--- src/rtl/csr_file_pkg.sv ---
// Shared definitions for the machine-mode CSR file: addresses, op encodings,
// status/interrupt bit positions and trap cause codes.
package csr_file_pkg;

   typedef enum logic [1:0] {
      CSR_NONE  = 2'b00,
      CSR_WRITE = 2'b01,
      CSR_SET   = 2'b10,
      CSR_CLEAR = 2'b11
   } csr_op_e;

   localparam logic [11:0] ADDR_MSTATUS   = 12'h300;
   localparam logic [11:0] ADDR_MIE       = 12'h304;
   localparam logic [11:0] ADDR_MTVEC     = 12'h305;
   localparam logic [11:0] ADDR_MSCRATCH  = 12'h340;
   localparam logic [11:0] ADDR_MEPC      = 12'h341;
   localparam logic [11:0] ADDR_MCAUSE    = 12'h342;
   localparam logic [11:0] ADDR_MTVAL     = 12'h343;
   localparam logic [11:0] ADDR_MIP       = 12'h344;
   localparam logic [11:0] ADDR_MVENDORID = 12'hF11;
   localparam logic [11:0] ADDR_MARCHID   = 12'hF12;
   localparam logic [11:0] ADDR_MIMPID    = 12'hF13;
   localparam logic [11:0] ADDR_MHARTID   = 12'hF14;
   localparam logic [11:0] ADDR_MCYCLE    = 12'hB00;
   localparam logic [11:0] ADDR_MINSTRET  = 12'hB02;
   localparam logic [11:0] ADDR_MCYCLEH   = 12'hB80;
   localparam logic [11:0] ADDR_MINSTRETH = 12'hB82;

   localparam int unsigned MSTATUS_MIE    = 3;
   localparam int unsigned MSTATUS_MPIE   = 7;
   localparam int unsigned MSTATUS_MPP_LO = 11;
   localparam int unsigned MIE_MTIE       = 7;
   localparam int unsigned MIP_MTIP       = 7;

   localparam int unsigned IRQ_CAUSE_MTI  = 7;
   localparam int unsigned EXC_ILLEGAL    = 2;
   localparam int unsigned EXC_BREAKPOINT = 3;
   localparam int unsigned EXC_ECALL_M    = 11;

   function automatic logic [63:0] csr_apply(csr_op_e op, logic [63:0] old_v, logic [63:0] wdata);
      case (op)
         CSR_WRITE: return wdata;
         CSR_SET:   return old_v | wdata;
         CSR_CLEAR: return old_v & ~wdata;
         default:   return old_v;
      endcase
   endfunction

endpackage

--- src/rtl/csr_file_counter64.sv ---
// 64-bit free-running counter with independent half-word write ports;
// any write in a cycle replaces that cycle's increment.
module csr_counter64 (
   input  logic        clk,
   input  logic        rst,
   input  logic        inc,
   input  logic        wr_lo,
   input  logic        wr_hi,
   input  logic [31:0] wdata_lo,
   input  logic [31:0] wdata_hi,
   output logic [63:0] value
);

   logic [63:0] cnt;

   always_ff @(posedge clk) begin
      if (rst) begin
         cnt <= '0;
      end else if (wr_lo || wr_hi) begin
         // the unwritten half keeps its value and receives no carry
         if (wr_lo) cnt[31:0]  <= wdata_lo;
         if (wr_hi) cnt[63:32] <= wdata_hi;
      end else if (inc) begin
         cnt <= cnt + 64'd1;
      end
   end

   assign value = cnt;

endmodule

--- src/rtl/csr_file.sv ---
// Machine-mode CSR file: Zicsr accesses, trap/mret state, timer interrupt
// entry and the mcycle/minstret counters.
module csr_file
   import csr_file_pkg::*;
#(
   parameter int unsigned XLEN         = 32,
   parameter int unsigned HART_ID      = 0,
   parameter int unsigned HAS_COUNTERS = 1
) (
   input  logic            clk,
   input  logic            rst,
   input  logic [1:0]      csr_op,
   input  logic [11:0]     csr_addr,
   input  logic [XLEN-1:0] csr_wdata,
   output logic [XLEN-1:0] csr_rdata,
   output logic            csr_illegal,
   input  logic            trap_req,
   input  logic [XLEN-1:0] trap_cause,
   input  logic [XLEN-1:0] trap_pc,
   input  logic [XLEN-1:0] trap_tval,
   input  logic            mret,
   input  logic            instret,
   input  logic            irq_timer,
   output logic            irq_take,
   output logic            redirect_valid,
   output logic [XLEN-1:0] redirect_pc
);

   localparam bit CNT_EN  = (HAS_COUNTERS != 0);
   localparam bit CNTH_EN = CNT_EN && (XLEN == 32);
   localparam logic [XLEN-1:0] PC_MASK    = {{(XLEN-2){1'b1}}, 2'b00};
   localparam logic [XLEN-1:0] IRQ_MCAUSE = {1'b1, {(XLEN-1){1'b0}}} | XLEN'(IRQ_CAUSE_MTI);
   localparam logic [XLEN-1:0] IRQ_VEC_OFS = XLEN'(4 * IRQ_CAUSE_MTI);

   csr_op_e op;
   logic st_mie, st_mpie, mtie;
   logic [XLEN-1:0] mtvec, mscratch, mepc, mcause, mtval;
   logic [63:0] mcycle, minstret;
   logic [XLEN-1:0] wval, tvec_base;
   logic [63:0] wval64;
   logic implemented, csr_we;
   logic cyc_wr_lo, cyc_wr_hi, ins_wr_lo, ins_wr_hi;
   logic [31:0] cnt_wdata_hi;

   assign op = csr_op_e'(csr_op);

   always_comb begin
      csr_rdata   = '0;
      implemented = 1'b1;
      case (csr_addr)
         ADDR_MSTATUS: begin
            csr_rdata[MSTATUS_MPP_LO +: 2] = 2'b11;
            csr_rdata[MSTATUS_MIE]         = st_mie;
            csr_rdata[MSTATUS_MPIE]        = st_mpie;
         end
         ADDR_MIE:       csr_rdata[MIE_MTIE] = mtie;
         ADDR_MTVEC:     csr_rdata = mtvec;
         ADDR_MSCRATCH:  csr_rdata = mscratch;
         ADDR_MEPC:      csr_rdata = mepc;
         ADDR_MCAUSE:    csr_rdata = mcause;
         ADDR_MTVAL:     csr_rdata = mtval;
         ADDR_MIP:       csr_rdata[MIP_MTIP] = irq_timer;
         ADDR_MHARTID:   csr_rdata = XLEN'(HART_ID);
         ADDR_MVENDORID, ADDR_MARCHID, ADDR_MIMPID: csr_rdata = '0;
         ADDR_MCYCLE:    if (CNT_EN)  csr_rdata = XLEN'(mcycle);           else implemented = 1'b0;
         ADDR_MINSTRET:  if (CNT_EN)  csr_rdata = XLEN'(minstret);         else implemented = 1'b0;
         ADDR_MCYCLEH:   if (CNTH_EN) csr_rdata = XLEN'(mcycle[63:32]);    else implemented = 1'b0;
         ADDR_MINSTRETH: if (CNTH_EN) csr_rdata = XLEN'(minstret[63:32]);  else implemented = 1'b0;
         default:        implemented = 1'b0;
      endcase
   end

   assign csr_illegal = (op != CSR_NONE) &&
                        (!implemented || (csr_addr[11:10] == 2'b11) || (csr_addr == ADDR_MIP));

   assign irq_take = st_mie & mtie & irq_timer & ~trap_req & ~mret;
   assign csr_we   = (op != CSR_NONE) && !csr_illegal && !trap_req && !irq_take && !mret;

   assign wval64 = csr_apply(op, 64'(csr_rdata), 64'(csr_wdata));
   assign wval   = XLEN'(wval64);

   assign tvec_base      = mtvec & PC_MASK;
   assign redirect_valid = trap_req | irq_take | mret;

   always_comb begin
      redirect_pc = '0;
      if (trap_req)
         redirect_pc = tvec_base;
      else if (irq_take)
         redirect_pc = (mtvec[1:0] == 2'b01) ? tvec_base + IRQ_VEC_OFS : tvec_base;
      else if (mret)
         redirect_pc = mepc;
   end

   always_ff @(posedge clk) begin
      if (rst) begin
         st_mie   <= 1'b0;
         st_mpie  <= 1'b0;
         mtie     <= 1'b0;
         mtvec    <= '0;
         mscratch <= '0;
         mepc     <= '0;
         mcause   <= '0;
         mtval    <= '0;
      end else if (trap_req || irq_take) begin
         mepc    <= trap_pc & PC_MASK;
         mcause  <= trap_req ? trap_cause : IRQ_MCAUSE;
         mtval   <= trap_req ? trap_tval : '0;
         st_mpie <= st_mie;
         st_mie  <= 1'b0;
      end else if (mret) begin
         st_mie  <= st_mpie;
         st_mpie <= 1'b1;
      end else if (csr_we) begin
         case (csr_addr)
            ADDR_MSTATUS: begin
               st_mie  <= wval[MSTATUS_MIE];
               st_mpie <= wval[MSTATUS_MPIE];
            end
            ADDR_MIE:      mtie     <= wval[MIE_MTIE];
            // unsupported MODE encodings (10, 11) keep the previous mode
            ADDR_MTVEC:    mtvec    <= wval[1] ? {wval[XLEN-1:2], mtvec[1:0]} : wval;
            ADDR_MSCRATCH: mscratch <= wval;
            ADDR_MEPC:     mepc     <= wval & PC_MASK;
            ADDR_MCAUSE:   mcause   <= wval;
            ADDR_MTVAL:    mtval    <= wval;
            default: ;
         endcase
      end
   end

   // on RV64 one access covers the whole counter; on RV32 the H alias supplies the top half
   assign cnt_wdata_hi = (XLEN == 64) ? wval64[63:32] : wval64[31:0];
   assign cyc_wr_lo = csr_we && (csr_addr == ADDR_MCYCLE);
   assign cyc_wr_hi = csr_we && ((csr_addr == ADDR_MCYCLEH) || ((XLEN == 64) && (csr_addr == ADDR_MCYCLE)));
   assign ins_wr_lo = csr_we && (csr_addr == ADDR_MINSTRET);
   assign ins_wr_hi = csr_we && ((csr_addr == ADDR_MINSTRETH) || ((XLEN == 64) && (csr_addr == ADDR_MINSTRET)));

   generate
      if (CNT_EN) begin : g_cnt
         csr_counter64 u_mcycle (
            .clk      (clk),
            .rst      (rst),
            .inc      (1'b1),
            .wr_lo    (cyc_wr_lo),
            .wr_hi    (cyc_wr_hi),
            .wdata_lo (wval64[31:0]),
            .wdata_hi (cnt_wdata_hi),
            .value    (mcycle)
         );
         csr_counter64 u_minstret (
            .clk      (clk),
            .rst      (rst),
            .inc      (instret),
            .wr_lo    (ins_wr_lo),
            .wr_hi    (ins_wr_hi),
            .wdata_lo (wval64[31:0]),
            .wdata_hi (cnt_wdata_hi),
            .value    (minstret)
         );
      end else begin : g_nocnt
         assign mcycle   = '0;
         assign minstret = '0;
      end
   endgenerate

endmodule

--- config.mk ---
export PLATFORM = sky130hd
export DESIGN_NAME = csr_file
export DESIGN_NICKNAME = d
export VERILOG_FILES = /design/src/rtl/csr_file_pkg.sv /design/src/rtl/csr_file_counter64.sv /design/src/rtl/csr_file.sv
export SDC_FILE = /design/constraint.sdc
export NUM_CORES = 1
export LEC_CHECK = 0
export ABC_AREA = 1
export ABC_CLOCK_PERIOD_IN_PS = 4500
export CORE_MARGIN = 2
export CORE_UTILIZATION = 40
export CTS_CLUSTER_DIAMETER = 40
export DETAILED_ROUTE_END_ITERATION = 16
export GPL_TIMING_DRIVEN = 0
export MAX_ROUTING_LAYER = met4
export PLACE_DENSITY = 0.56
export SLEW_MARGIN = 20
export SYNTH_ARGS = -nofsm -noshare
export SYNTH_HDL_FRONTEND = slang
export SYNTH_SLANG_ARGS = --single-unit
export TNS_END_PERCENT = 100
--- constraint.sdc ---
create_clock -name clk -period 4.5 [get_ports clk]
set_input_delay 1.35 -clock clk [delete_from_list [all_inputs] [get_ports clk]]
set_output_delay 1.35 -clock clk [all_outputs]
set_load 0.02 [all_outputs]
# After elaboration in Yosys (flattened, before gate mapping)
# Index checks and enable logic that the tools add are counted.
[op_classes]
add_sub_neg = 3
n_eq_ne = 25
n_lt_le_gt_ge = 0
reduce_logical = 42
div = 0
n_mul = 0
bitwise_logic = 13
shifts = 0
n_mux = 41
[ops]
columns = ["cell", "n"]
rows = [
  ["2-to-1 mux 32 bit", 22],
  ["2-to-1 mux 64 bit", 3],
  ["one-hot mux 19 bit (9 select lines)", 1],
  ["adder 64 x 1 -> 64 bit, second input constant", 2],
  ["== test 12 x 10 -> 1 bit, second input constant", 8],
  ["== test 12 bit, second input constant", 8],
  ["one-hot mux 32 bit (3 select lines)", 1],
  ["one-hot mux 3 bit (9 select lines)", 3],
  ["adder 32 x 5 -> 32 bit, second input constant", 1],
  ["AND 32 bit", 1],
  ["inverter 32 bit", 1],
  ["bitwise OR 32 bit", 1],
  ["one-hot mux 2 bit (10 select lines)", 1],
  ["nonzero test 2 bit", 8],
  ["OR reduction 16 bit", 1],
  ["one-hot mux 1 bit (12 select lines)", 1],
  ["AND reduction 4 bit", 3],
  ["inequality test 2 x 1 -> 1 bit, second input constant", 5],
  ["one-hot mux 1 bit (10 select lines)", 1],
  ["logical AND 1 bit", 9],
  ["AND reduction 3 bit", 3],
  ["2-to-1 mux 1 bit", 8],
  ["AND reduction 2 bit", 4],
  ["== test 2 bit, second input constant", 3],
  ["9 further kinds", 25],
]
[totals]
inputBits = 148
n_memories = 0
out_inout_bits = 67
latch_bits = 0
ramBits = 0
wordCells = 137
reg_bits = 288
rom_bits = 0

# Depth between registers and ports, before layout
# Gate-level depths: netlist of run 1.
[logic_depth]
depth_word = 16
mapped_depth = 18
mapped_depth_nobuf = 16

# Cells and area by module
# Synthesis of run 1 repeated with hierarchy kept, for this count alone.
[hier_totals]
cells_unflattened = 3975
hier_area_um2 = 21802.2
[modules_own_cells]
columns = ["mod", "n_inst", "cells_each", "area_per_inst_um2", "seq_area_each_um2"]
rows = [
  ["csr_file", 1, 2213, 11755.0, 3203.1],
  ["csr_counter64", 2, 881, 5023.6, 1281.2],
]

# Worst setup path before layout of run 1
# Ideal clock, no wire load.
[synth_path]
path_kind = "input -> output"
startpoint = "input port csr_addr[9]"
endpoint = "output port csr_rdata[13]"
path_slack_ns = 0.053
arrival_ns = 3.097
cell_stages = 13
path_buffers = 3
required_ns = 3.150
path_cell_list = "nand2_1 -> inv_2 -> nand2_2 -> nor2_2 -> buf_4 -> nand2_1 -> buf_2 -> inv_1 -> nor2_1 -> nand3_1 -> inv_1 -> clkbuf_1 -> a31oi_1"
[synth_via]
elab_chain_len = 2
elab_cells_between_ends = 10
classes_between = "9 x eq/ne; 1 x mux"
[synth_rtl]
columns = ["element", "line_no", "text"]
rows = [
  ["start, declared", "csr_file.sv:13", "input logic [11:0] csr_addr,"],
  ["== test 12 bit / == test 12 x 10 -> 1 bit (equally long branches)", "csr_file.sv:50", "case (csr_addr)"],
  ["one-hot mux 19 bit (9 select lines) (*)", "csr_file.sv:50", ""],
  ["end, declared", "csr_file.sv:15", "output logic [XLEN-1:0] csr_rdata,"],
]
# Every way passes the cells marked *; elsewhere a longest branch is shown, timed or not.

# Worst setup path after layout of run 1
[layout_path]
startpoint = "input port csr_addr[10]"
endpoint = "output port csr_rdata[0]"
[layout_via]
elab_chain_len = 2
elab_cells_between_ends = 10
classes_between = "9 x eq/ne; 1 x mux"
[layout_rtl]
columns = ["element", "line_no"]
rows = [
  ["== test 12 bit / == test 12 x 10 -> 1 bit (equally long branches)", "csr_file.sv:50"],
  ["one-hot mux 3 bit (9 select lines) (*)", "csr_file.sv:50"],
]
# Marked as above.

==> results of run 1 <==
## area by class of cell
class	count	area (µm²)	share of cell area, %
inverter	411	1580	5.46
timing repair buffer	281	2740	9.51
sequential	288	5790	20.1
antenna	3	7.51	0.0260
buffer	205	1310	4.53
clock buffer	72	1610	5.56
clock inverter	35	395	1.37
tap	696	871	3.02
multi-input combinational	2989	14600	50.5
## power groups by stage
stage	Combinational, mW	Sequential [mW]	Clock, mW
2_1_floorplan	0.529	2.76	0
3_3_place_gp	1.01	2.81	0
3_5_place_dp	1.01	2.81	0
4_1_cts	1.05	2.75	4.47
5_1_grt	1.18	2.76	4.59
6_report	1.12	2.76	4.48
## cells in the final DEF (no fill, tap or decap), types with 65 or more instances in the layout
cell / count
nand2_1: 1062
nor2_1: 753
inv_1: 394
dfxtp_1: 278
nand3_1: 269
o21ai_0: 207
clkdlybuf4s50_1: 130
xor2_1: 115
a21oi_1: 98
nand4_1: 87
clkbuf_1: 82
buf_4: 74
nor3_1: 72
clkbuf_16: 66
buf_2: 65
## critical path, stage by stage
cell	delay [ps]
buf_8	110
nor2_4	160
nand2_8	80
buf_12	130
nor2_8	220
buf_6	170
nand2_4	70
nand2_4	70
nor2_4	40
nand3_4	130
clkinv_8	100
clkbuf_16	190
a21oi_4	220
buf_6	160
## kinds of logic (layout without fill, tap and decap cells)
group / after synthesis / in the layout / synth area share [%]
AO/OA/AOI/OAI: 471 / 471 / 12.2
flip-flops: 288 / 288 / 26.4
AND/OR/NAND/NOR: 2387 / 2388 / 45.0
other: 1 / 5 / 0.0172
buffers and inverters: 620 / 1004 / 11.3
XOR/XNOR: 125 / 125 / 5.01
adder cells (fa/ha/maj): 3 / 3 / 0.172
## synth_stat cells, types with 2 or more instances
library cell  instances
o21ai_0             236
nand3_1             299
buf_1                23
nor2_1              786
nand3b_1              4
inv_2                10
buf_2                59
a21oi_1             100
clkbuf_1            112
clkinv_1              2
o21ai_2               2
o41ai_1               2
inv_1               399
dfxtp_1             288
nor3_1               72
nor3b_1               2
nand4_1              87
ha_1                  3
o211ai_1             60
nor4_1               20
o22ai_1               9
and2_1                3
nand2_1            1093
o21ai_1              17
buf_6                 4
xor2_1              115
nand2_2               5
a31oi_1              19
nor2_2                8
xnor2_1              10
a21oi_2               2
o221ai_1             19
nor2_8                2
buf_4                10
## what timing repair did
action | 4_1_cts | 5_1_grt
gates resized for setup | 584 | 98
endpoints found under the setup margin | 72 | 45
hold endpoints to repair | 0 | 0
buffers inserted | 44 | 21
gates cloned | 7 | 0
pin swaps | 41 | 34
## per-layer routing
| layer | GRT usage (%) | vias up | wire length (µm) |
|---|---|---|---|
| li1 | - | 13100 | - |
| met1 | 60.8 | 13300 | 52500 |
| met2 | 62.9 | 1978 | 51800 |
| met3 | 14.9 | 406 | 19000 |
| met4 | 23.7 | 0 | 8230 |
| met5 | - | - | 0 |
## worst min path at each step
stage / to / slack [ps] / startpoint
6_report: st_mie$_SDFFE_PP0P_ / 500 / st_mpie$_SDFFE_PP0P_
5_1_grt: st_mie$_SDFFE_PP0P_ / 510 / st_mpie$_SDFFE_PP0P_
4_1_cts: st_mie$_SDFFE_PP0P_ / 480 / st_mpie$_SDFFE_PP0P_
3_3_place_gp: st_mie$_SDFFE_PP0P_ / 470 / st_mpie$_SDFFE_PP0P_
2_1_floorplan: st_mie$_SDFFE_PP0P_ / 450 / st_mpie$_SDFFE_PP0P_
3_5_place_dp: st_mie$_SDFFE_PP0P_ / 470 / st_mpie$_SDFFE_PP0P_
## metrics by stage
step	setup slack [ps]	hold WS [ps]	power, mW
4_1_cts	-16.2	480	8.27
3_3_place_gp	-1940	475	3.81
3_5_place_dp	-1970	473	3.82
2_1_floorplan	53.3	447	3.29
5_1_grt	-67.1	512	8.53
6_report	-52.7	500	8.36
## sequential cells by signal, summed over array words and instances (netlist names)
register,cells
g_cnt.u_mcycle.value,64
g_cnt.u_minstret.value,64
mscratch,32
mepc,30
mtie,1
mtval,32
st_mie,1
mcause,32
st_mpie,1
mtvec,31
==> metrics, run 1 <==
fin crit period between 4000 and 5000 ps; Total Wirelength ~130000 µm; syn avg cell area 5.61 µm²; sequential power share between 30% and 40%; Starting Density 40.5%; area grow syn2layout 32.0%; Fin Clk Skew 15.4 ps; layout cells sized above 1 roughly an eighth; Routed Antenna Nets 0; worst setup path endpoint csr_rdata[0]; Fin. Hold Viols 0; Sw Share 30.2%; R2R cell count 13; Syn. warnings 0; H-Tree Depth 2; logic gate share of total power between 10% and 20%; area leader, netlist dfxtp_1; Slew @ Worst Pin roughly 1100 ps; drt first pass iters 9; post-DR wirelength/cell roughly 26 µm; Leak about 13 nW; Die Area 56500 µm²; worst hold stages 2; vias post-DR ~29000; design area about 29000 µm²; RSZ-0062 raised after global routing true; Final Wtd Congestion around 1.1; P_int 5.84 mW; top-area cell type share of the netlist area roughly a quarter; power density over cell area 290 nW/µm²; worst hold-check path type flip-flop to flip-flop; first-pass GRT wire length between 150000 and 200000 µm; CP Capture Type output pin; fillers between 5000 and 6000; Max Slew Vio Count 0; Non-Filler Instances approximately 5000; kind of critical path primary input to output pin; number of global-route vias before repair roughly 26000; total CTS buffers 57; Die Wd roughly 240 µm; Initial DRC Count about 4300; detailed-route DRC error count 0; DIE HEIGHT approximately 240 µm; DP Area approximately 25000 µm²; sequential area share after synthesis between 20% and 30%; largest net degree at the start of global routing 20; CTS root buffer clkbuf_16; Synth cell types 47; Sum Neg Setup Slack -348 ps; r2r startpoint g_cnt.u_mcycle.value[0]$_SDFFE_PP0P_; total gr overflow 0; WP data arrival roughly 3200 ps; Placed Cells about 4800; CP Max Fanout 7; IO Count around 220; initial antenna violation count 4; placed wire-length estimate 104000 µm; status complete, but fails checks; asr flop ratio synth 0%; FF-to-FF setup slack between 1000 and 1500 ps; # port buffers between 200 and 250; Post-Syn Area approximately 22000 µm²; CTS Buffer Depth 3; startpoint types primary input; CTS Hold Buffers Added 0; Final Core Density between 50 and 60%; number of max-cap violations 0; P_sw between 2 and 3 mW; violated checks setup timing; ys flop type dfxtp_1; clock network power share a little over half; row count 85; Setup WS post-layout -52.7 ps; CP Data Required Time approximately 3200 ps; Max Freq ~0.22 GHz; cell count after synthesis 3895; Crit. Startpoint csr_addr[10]; nets 4384; Slew HR between 20% and 30%; Tcrit/Tclk final 101%; CTS tree yes; clock sink count between 200 and 300; Reg-to-Reg End g_cnt.u_mcycle.value[50]$_SDFFE_PP0P_; Post-synth EDFFs 0; core area between 50000 and 60000 µm²; top cells by area, synth dfxtp_1, nand2_1, nor2_1, inv_1, nand3_1; later-pin clock latency in the skew report between 600 and 700 ps; Via density a little under 6; endpoints failing setup 14; clk slew on worst S/H paths about 50 ps; flops & latches, synth about 290; maximum vdd drop between 0.2 and 0.3 mV; gr usage total a little under half
Power figures use the tool's default switching activity.
==> inputs of run 2 (changes only) <==
PLACE_DENSITY = default   (was 0.56)
==> run 2 against run 1 <==
The flow still finishes with violations (setup timing). Cell count grew 0.32%. Largest cell class unchanged. Critical path depth shrank 3. Clock skew grew 8.1 ps. Global-route usage grew 1.5 points. Fmax grew 0.49%. Sequential cell count is the same. Count of clock-buffer cells in the layout grew 8. Die area is the same. Sequential power is essentially flat. Non-clock buffer count grew 5. Setup slack gained 22 ps. Register-to-register slack lost 260 ps.
==> metrics, run 2 (synthesis results as in run 1) <==
Crit path buffers/inverters 6 (unchanged); clk slew on worst S/H paths 40 ps (about the same); status complete, but fails checks; maximum vdd drop 0.329 mV (+9.9%); fillers 5608 (-2.9%); Routed Antenna Nets 0 (unchanged); violated checks setup timing; CP Max Fanout 6 (-1); Final Core Density 53.9% (+0.42 points); Setup WS post-layout -30.3 ps (+22.4 ps); IO Count 215 (unchanged); most common cell after layout, fill and taps aside nand2_1; post-DR wirelength/cell 27.0 µm (+2.2%); most frequent cells in the layout nand2_1, nor2_1, inv_1, dfxtp_1, nand3_1; power density over cell area 310 nW/µm² (+7.0%); area grow syn2layout 33.0%; clock sink count 288 (unchanged); P_int 6.43 mW (+10%); Max Slew Vio Count 0 (unchanged); Final Wtd Congestion 1.09 (-2.7%); Fin. Hold Viols 0 (unchanged); Fin Clk Skew 23.5 ps (+8.10 ps); Die Wd 238 µm (unchanged); fin crit period 4530 ps (-22.4 ps); initial antenna violation count 3 (-1); Initial DRC Count 4520 (+4.6%); # port buffers 209 (unchanged); Power Total 9.02 mW (+7.9%); later-pin clock latency in the skew report 620 ps (about the same); total CTS buffers 66 (+16%); Crit path depth 11 (-3); drt first pass iters 6 (-3); worst-path cell chain buf_2, inv_1, nand2_2, nor2_4, buf_12, clkbuf_8, nand3_1, nand2_1, o41ai_4, inv_1, buf_2; Leak 13.2 nW (+1.7%); RSZ-0062 raised after global routing true; sequential power share 30.6% (-2.4 points); nets 4398 (+0.32%); worst hold margin 485 ps (-15.1 ps); CP Data Required Time 3150 ps (about the same); Starting Density 40.5% (unchanged); WP data arrival 3180 ps (-20 ps); Sw Share 28.7% (-1.4 points); design area 29100 µm² (+0.79%); H-Tree Depth 3 (+1); Max Freq 0.221 GHz (+0.49%); core area 53900 µm² (unchanged); total gr overflow 0 (unchanged); DIE HEIGHT 238 µm (unchanged); placed wire-length estimate 106000 µm (+1.8%); Total Wirelength 135000 µm (+2.5%); P_sw 2.59 mW (+2.8%); slowest CP cell o41ai_4; startpoint types primary input; endpoints failing setup 8 (-6); CTS Buffer Depth 3 (unchanged); CTS tree yes; number of global-route vias before repair 26100 (+2.3%); slowest cell delay on critical path 460 ps (+240 ps); clock network power share 57.1% (+3.5 points); first-pass GRT wire length 187000 µm (+2.5%); CP Capture Type output pin; worst hold stages 2 (unchanged); Slew HR 19.5% (-9.1 points); critical path's top delay family buffers and inverters; CTS Hold Buffers Added 0 (unchanged); CTS root buffer clkbuf_16; gr usage total 47.8% (+1.5 points); layout cells sized above 1 13.1% (+0.53 points); logic gate share of total power 12.3% (-1.0 points); row count 85 (unchanged); largest net degree at the start of global routing 20 (unchanged); DP Area 24800 µm² (about the same); worst hold-check path type flip-flop to flip-flop; kind of critical path primary input to output pin; Via density 5.83 (+0.63%); detailed-route DRC error count 0 (unchanged); vias post-DR 29100 (+0.96%); number of max-cap violations 0 (unchanged); Tcrit/Tclk final 101% (-0.50 points); Slew @ Worst Pin 1210 ps (+137 ps); R2R cell count 15 (+2); Die Area 56500 µm² (unchanged)
==> run 2: cell count changes in the layout (fill, tap and decap cells not counted), moves of 4 or more <==
cell | before | now
bufinv_16 | 5 | 10
clkbuf_16 | 66 | 71
nor2_4 | 20 | 26
nand2_1 | 1062 | 1067
nand2_2 | 26 | 20
buf_12 | 11 | 4
o21ai_2 | 19 | 8
o21ai_4 | 8 | 17
buf_4 | 74 | 83
buf_2 | 65 | 81
clkdlybuf4s15_1 | 4 | 0
nor2_2 | 22 | 26
buf_6 | 34 | 26
nor2_1 | 753 | 744
==> run 2: metal layers <==
metal	up-vias	track usage (%)	share of wire (%)	routed length (µm)
li1	13100	-	-	-
met1	13400	62.5	40	53800
met2	2087	64.7	40	53400
met3	435	15.5	14	19000
met4	0	25.4	6.3	8490
met5	-	-	0	0
==> run 2: worst paths after layout <==
check	from	end	slack (ps)
setup / recovery	csr_addr[1]	csr_rdata[4]	-30
setup reg to reg	g_cnt.u_mcycle.value[0]$_SDFFE_PP0P_	g_cnt.u_mcycle.value[42]$_SDFFE_PP0P_	920
hold reg to reg	st_mpie$_SDFFE_PP0P_	st_mie$_SDFFE_PP0P_	480
hold / removal	st_mpie$_SDFFE_PP0P_	st_mie$_SDFFE_PP0P_	480
==> run 2: repair_timing <==
item                                    in CTS  in global routing
setup buffers                               51                 24
endpoints found under the setup margin      89                 51
pin swaps                                   45                 39
cloned                                       6                  0
gates resized for setup                    593                 91
==> run 2: cell type report <==
class	count	area [µm²]	area share [%]
multi-input cells	2989	14600	50.4
inverters	411	1570	5.41
plain buffers	203	1200	4.14
flip-flops and latches	288	5790	19.9
clock buffers	80	1790	6.17
repair buffers	288	2670	9.16
well taps	696	871	2.99
diodes	2	5.00	0.0172
clock inverters	39	534	1.84
==> run 2: power by group through the flow <==
stage	clock (mW)	sequential (mW)	combinational, mW
after global placement	0	2.80	1.00
after floorplan	0	2.76	0.529
after CTS	5.14	2.75	1.05
after global routing	5.27	2.76	1.18
after detailed placement	0	2.80	1.01
final	5.15	2.76	1.11
==> run 2: metrics by stage <==
| step | setup slack, ps | cells | setup TNS, ps |
|---|---|---|---|
| floorplan | 53.3 | 3896 | 0 |
| global placement | -1910 | 4801 | -180950 |
| detailed placement | -1920 | 4801 | -178420 |
| CTS | -49.9 | 4974 | -49.9 |
| global route | -44.5 | 4996 | -128 |
| finish | -30.3 | 4996 | -108 |
==> run 2: worst reg2reg max path: stages, from the launching register on <==
cell     delay [ps]
dfxtp_1         570
ha_1            320
nand3_1         310
inv_1           230
nand2_1         220
nor2_1          240
nand2_1          70
nor2_1          250
nand3_1         180
nor2_1          310
nand2_1         170
xnor2_1         340
inv_1            90
nor2_1           90
nor2_1           50
nor2_1           80
